===== src/rtl/usb_pkt_tx.sv =====
// USB 2.0 full-speed packet transmitter: PID byte, payload and CRC16 toward the UTMI transmit port.
// Handshakes send only the PID; data packets send PID, payload and CRC16; token/special PIDs are rejected.
module usb_pkt_tx #(
  parameter int MAX_PAYLOAD = 64
) (
  input  logic       clk,
  input  logic       rst,
  input  logic       pkt_start,
  input  logic [3:0] pkt_pid,
  input  logic       pkt_zlp,
  input  logic [7:0] pkt_data,
  input  logic       pkt_data_valid,
  input  logic       pkt_data_last,
  output logic       pkt_data_ready,
  output logic       pkt_busy,
  output logic       pkt_done,
  output logic       pkt_err,
  output logic [7:0] tx_data,
  output logic       tx_valid,
  input  logic       tx_ready
);

  typedef enum logic [2:0] {S_IDLE, S_PID, S_DATA, S_CRC_LO, S_CRC_HI} state_t;

  state_t      state_q, state_d;
  logic [7:0]  tx_data_q, tx_data_d;
  logic        tx_valid_q, tx_valid_d;
  logic        done_q, done_d;
  logic        err_q, err_d;
  logic [15:0] crc_q, crc_d;
  logic [6:0]  cnt_q, cnt_d;
  logic        is_data_q, is_data_d;
  logic        zlp_q, zlp_d;
  logic        last_q, last_d;

  logic accept, take, underrun;

  // Reflected CRC16 (0xA001), one payload byte per call, LSB first.
  function automatic logic [15:0] crc16_upd(input logic [15:0] c, input logic [7:0] d);
    logic [15:0] r;
    r = c ^ {8'h00, d};
    for (int i = 0; i < 8; i++) begin
      r = r[0] ? ((r >> 1) ^ 16'hA001) : (r >> 1);
    end
    return r;
  endfunction

  assign accept   = tx_valid_q & tx_ready;
  assign take     = accept & (((state_q == S_PID) & is_data_q & ~zlp_q) |
                              ((state_q == S_DATA) & ~last_q));
  assign underrun = take & ~pkt_data_valid;

  assign pkt_data_ready = take;
  assign pkt_busy       = (state_q != S_IDLE);
  assign pkt_done       = done_q;
  assign pkt_err        = err_q;
  assign tx_data        = tx_data_q;
  assign tx_valid       = tx_valid_q;

  always_ff @(posedge clk or negedge rst) begin
    if (!rst) begin
      state_q    <= S_IDLE;
      tx_data_q  <= 8'h00;
      tx_valid_q <= 1'b0;
      done_q     <= 1'b0;
      err_q      <= 1'b0;
      crc_q      <= 16'hFFFF;
      cnt_q      <= 7'd0;
      is_data_q  <= 1'b0;
      zlp_q      <= 1'b0;
      last_q     <= 1'b0;
    end else begin
      state_q    <= state_d;
      tx_data_q  <= tx_data_d;
      tx_valid_q <= tx_valid_d;
      done_q     <= done_d;
      err_q      <= err_d;
      crc_q      <= crc_d;
      cnt_q      <= cnt_d;
      is_data_q  <= is_data_d;
      zlp_q      <= zlp_d;
      last_q     <= last_d;
    end
  end

  always_comb begin
    state_d = state_q;
    case (state_q)
      S_IDLE:   if (pkt_start && pkt_pid[1]) state_d = S_PID;
      S_PID: begin
        if (accept) begin
          if (!is_data_q)    state_d = S_IDLE;
          else if (zlp_q)    state_d = S_CRC_LO;
          else if (underrun) state_d = S_IDLE;
          else               state_d = S_DATA;
        end
      end
      S_DATA: begin
        if (accept) begin
          if (last_q)        state_d = S_CRC_LO;
          else if (underrun) state_d = S_IDLE;
        end
      end
      S_CRC_LO: if (accept) state_d = S_CRC_HI;
      S_CRC_HI: if (accept) state_d = S_IDLE;
      default:  state_d = S_IDLE;
    endcase
  end

  always_comb begin
    tx_data_d  = tx_data_q;
    tx_valid_d = tx_valid_q;
    done_d     = 1'b0;
    err_d      = 1'b0;
    crc_d      = crc_q;
    cnt_d      = cnt_q;
    is_data_d  = is_data_q;
    zlp_d      = zlp_q;
    last_d     = last_q;
    case (state_q)
      S_IDLE: begin
        if (pkt_start) begin
          crc_d  = 16'hFFFF;
          cnt_d  = 7'd0;
          last_d = 1'b0;
          if (pkt_pid[1]) begin
            tx_valid_d = 1'b1;
            tx_data_d  = {~pkt_pid, pkt_pid};
            is_data_d  = pkt_pid[0];
            zlp_d      = pkt_zlp;
          end else begin
            err_d = 1'b1;
          end
        end
      end
      S_PID: begin
        if (accept && !is_data_q) begin
          tx_valid_d = 1'b0;
          done_d     = 1'b1;
        end else if (accept && zlp_q) begin
          tx_data_d = ~crc_q[7:0];
        end
      end
      S_DATA:   if (accept && last_q) tx_data_d = ~crc_q[7:0];
      S_CRC_LO: if (accept) tx_data_d = ~crc_q[15:8];
      S_CRC_HI: begin
        if (accept) begin
          tx_valid_d = 1'b0;
          done_d     = 1'b1;
        end
      end
      default: ;
    endcase
    // Payload consumption is shared by the PID (first byte) and DATA states.
    if (take) begin
      if (underrun) begin
        tx_valid_d = 1'b0;
        err_d      = 1'b1;
      end else begin
        tx_data_d = pkt_data;
        crc_d     = crc16_upd(crc_q, pkt_data);
        cnt_d     = (cnt_q == 7'h7F) ? cnt_q : cnt_q + 7'd1;
        last_d    = pkt_data_last | (cnt_q == 7'(MAX_PAYLOAD - 1));
      end
    end
  end

endmodule


===== config.mk =====
export PLATFORM = sky130hd
export DESIGN_NAME = usb_pkt_tx
export DESIGN_NICKNAME = d
export VERILOG_FILES = /design/src/rtl/usb_pkt_tx.sv
export SDC_FILE = /design/constraint.sdc
export NUM_CORES = 1
export LEC_CHECK = 0
export ABC_AREA = 1
export CAP_MARGIN = 20
export CORE_ASPECT_RATIO = 0.8
export CORE_MARGIN = 5
export CORE_UTILIZATION = 45
export DETAILED_ROUTE_END_ITERATION = 7
export PLACE_DENSITY = 0.67
export SETUP_SLACK_MARGIN = 0.15
export SYNTH_ARGS = -nofsm -noshare
export SYNTH_HDL_FRONTEND = slang
export SYNTH_SLANG_ARGS = --single-unit

===== constraint.sdc =====
create_clock -name clk -period 3.65 [get_ports clk]
set_clock_uncertainty 0.05 [all_clocks]
set_input_delay 0.73 -clock clk [delete_from_list [all_inputs] [get_ports clk]]
set_output_delay 0.73 -clock clk [all_outputs]
set_load 0.1 [all_outputs]

==> reports/results.tsv <==
stage	metric	value	unit
clock_network	CTS Buf Count	5	
setup_path	CP Launch Type	register	
drt	initial detailed-routing violation count	130	
logic_synthesis	YS warnings	0	
place	Placed Instances	411	
cells_and_area	Final Instance Area	0.00286	mm2
place	Final HPWL DP	4.27	mm
timing	Final setup viols	0	
drt	drt pass-1 iters	5	
floorplan	Initial Util	47.3	%
floorplan	core area	0.00512	mm2
place	RD Place Congestion	0.808	
timing	Final Max Slew Viols	0	
setup_path	WP data required	2.87	ns
pwr	Total Power	1.99	mW
timing	worst-margin pin slew	0.973	ns
job	number of max-cap violations	0	
clock_network	CTS max path bufs	2	
place	Placed Area	0.00277	mm2
cells_and_area	Fillers	476	
timing	RSZ-0062 raised after global routing	no	
logic_synthesis	Mapped Cells	322	
setup_path	CP bufs+invs	1	
timing	FMAX	0.376	GHz
cells_and_area	share of cells above drive strength 1	11.5	%
timing	Rel. slew slack	34.9	%
clock_network	setup bufs post-CTS	0	
timing	final hold violation count	0	
setup_path	CP Max Fanout	4	
timing	post-route clock period utilization	72.9	%
setup_path	Worst Setup End Kind	primary output	
timing	setup TNS	0	ns
logic_synthesis	Mapped Nets	342	
drt	Routed WL per cell	14.1	um
timing	setup ws final	0.991	ns
place	IO buf count	31	
floorplan	Die Area	0.00696	mm2
clock_network	post-CTS sizing	0	
timing	minimum clock period	2.66	ns
setup_path	Max stage delay cell, worst path	clkdlybuf4s50_1	
pwr	pwr dens	697	mW/mm2
place	pre-CTS WS	0.882	ns
global_route	grt ovf	0	
setup_path	worst-path cell chain	clkdlybuf4s50_1	
drt	DRC errors left	0	
global_route	initial antenna violation count	0	
cells_and_area	ant diodes	0	
logic_synthesis	syn_area_per_cell	7.53	um2
logic_synthesis	sequential share of the synthesized area	42.1	%
global_route	number of global-route vias before repair	1977	
logic_synthesis	#FFs+latches synth	40	
floorplan	die height	75.6	um
floorplan	row cnt	23	
logic_synthesis	Cell variety after synth	32	
setup_path	slowest stage delay, CP	1.16	ns
setup_path	CP Class	reg2out	
pwr	Lkg Pwr	1.40	nW
cells_and_area	fin cells	419	
cells_and_area	Nets	376	
global_route	largest net degree at the start of global routing	41	
drt	via count	2183	
clock_network	clk sinks	40	
floorplan	Die X	92.1	um
outcome	status	finished, final reports clean	
cells_and_area	Area Overhead vs Synth	17.9	%
setup_path	Crit path max-delay family	buffers and inverters	
min_path	worst hold path type	reg2reg	
cells_and_area	Final Util	55.8	%
clock_network	clk slew on worst S/H paths	0.08	ns
floorplan	I/O pin count	32	
clock_network	root buffer cell	clkbuf_8	
pwr	Max IR drop VDD	0.281	mV
clock_network	Post-CTS Hold Buffers	0	
logic_synthesis	synthesized cell area	0.00242	mm2
global_route	Tot GR Track Use	17.8	%
setup_path	r2r setup slk	1.43	ns
clock_network	CTS tree	done	
clock_network	H-tree Lvls	2	
timing	worst hold slack	0.499	ns
global_route	first-pass GRT wire length	9.52	mm
clock_network	Clk Latency, worst-skew pair	0.29	ns
setup_path	arrival time at the worst endpoint	1.88	ns
drt	routed wire length	5.90	mm
drt	ANT nets after route	0	
drt	vias per inst	5.21	
## where the power goes
part	internal (mW)	leakage, nW	switching (mW)	total [mW]
clock network	0.154	0.0455	0.157	0.311
registers	0.563	0.488	0.0878	0.651
logic	0.272	0.862	0.757	1.03
## state kept, by name, summed over array words and instances (netlist names)
signal     cells
tx_data        8
zlp_q          1
last_q         1
pkt_err        1
is_data_q      1
pkt_done       1
tx_valid       1
state_q        3
crc_q         16
cnt_q          7
## path summary, 6_finish.rpt
check                           start         end  depth (start not counted)
setup reg to reg           state_q[2]   crc_q[12]                          9
setup / recovery             tx_valid    tx_valid                          1
min in group asynchronous         rst    tx_valid                          1
hold reg to reg             crc_q[11]   crc_q[11]                          2
hold / removal              crc_q[11]   crc_q[11]                          2
max in group asynchronous         rst  tx_data[5]                          1
## routing by layer
layer,up-vias,track usage (%),share of wire [%]
met2,54,27.3,43
met4,0,5.11,1.2
met5,-,0,0
li1,1108,-,-
met3,7,3.85,4.6
met1,1014,25.7,51
## layout by cell type, fill, tap and decap left out, types with 2 or more instances in the layout
cell type / n
o22ai_1: 19
nand2_2: 6
nand3_1: 18
inv_2: 3
o22a_1: 2
o221ai_1: 6
o211ai_1: 3
dfrtp_1: 24
xnor2_1: 4
clkdlybuf4s50_1: 28
o21ai_0: 18
dfstp_2: 16
nand2_1: 87
clkbuf_8: 6
xor2_1: 8
buf_4: 2
nor2_4: 3
clkbuf_1: 2
a21oi_1: 9
inv_1: 63
nor2_1: 17
## kinds of logic (layout without fill, tap and decap cells)
| family | count (synthesis) | after routing | share of synthesized area (%) |
|---|---|---|---|
| AOI/OAI and AO/OA | 64 | 64 | 16.7 |
| and+or+nand+nor | 135 | 135 | 24.6 |
| buffers and inverters | 70 | 105 | 11.7 |
| xor gates and xnor gates | 12 | 12 | 4.34 |
| DFF | 40 | 40 | 42.1 |
| adders and majority gates | 1 | 1 | 0.516 |
## Yosys cell counts
cell type / instances / area share (%)
a211oi_1: 1 / 0.31
a21oi_1: 9 / 1.9
a31oi_1: 1 / 0.26
buf_2: 1 / 0.21
buf_4: 1 / 0.31
buf_6: 2 / 0.93
dfrtp_1: 24 / 25
dfstp_2: 16 / 17
ha_1: 1 / 0.52
inv_1: 63 / 9.8
inv_2: 3 / 0.46
nand2_1: 87 / 13
nand2_2: 6 / 1.5
nand2_4: 1 / 0.46
nand3_1: 18 / 3.7
nor2_1: 17 / 2.6
nor2_4: 3 / 1.4
nor3_1: 1 / 0.21
nor3_4: 1 / 0.67
nor4_2: 1 / 0.52
o211ai_1: 3 / 0.93
o21ai_0: 18 / 3.7
o21bai_1: 1 / 0.31
o221ai_1: 6 / 2.2
o22a_1: 2 / 0.72
o22ai_1: 19 / 4.9
o22ai_2: 1 / 0.52
o31ai_1: 1 / 0.31
o32ai_1: 1 / 0.36
o41ai_1: 1 / 0.36
xnor2_1: 4 / 1.4
xor2_1: 8 / 2.9
## layout make-up
cell class,count,area [um2],share of cell area (%)
clock buffer,8,90.1,3.15
inverter,66,248,8.67
timing repair buffer,31,300,10.5
sequential,40,1020,35.7
tap,62,77.6,2.72
multi-input combinational,212,1120,39.2
No activity file was read; power rests on OpenSTA's default activity.
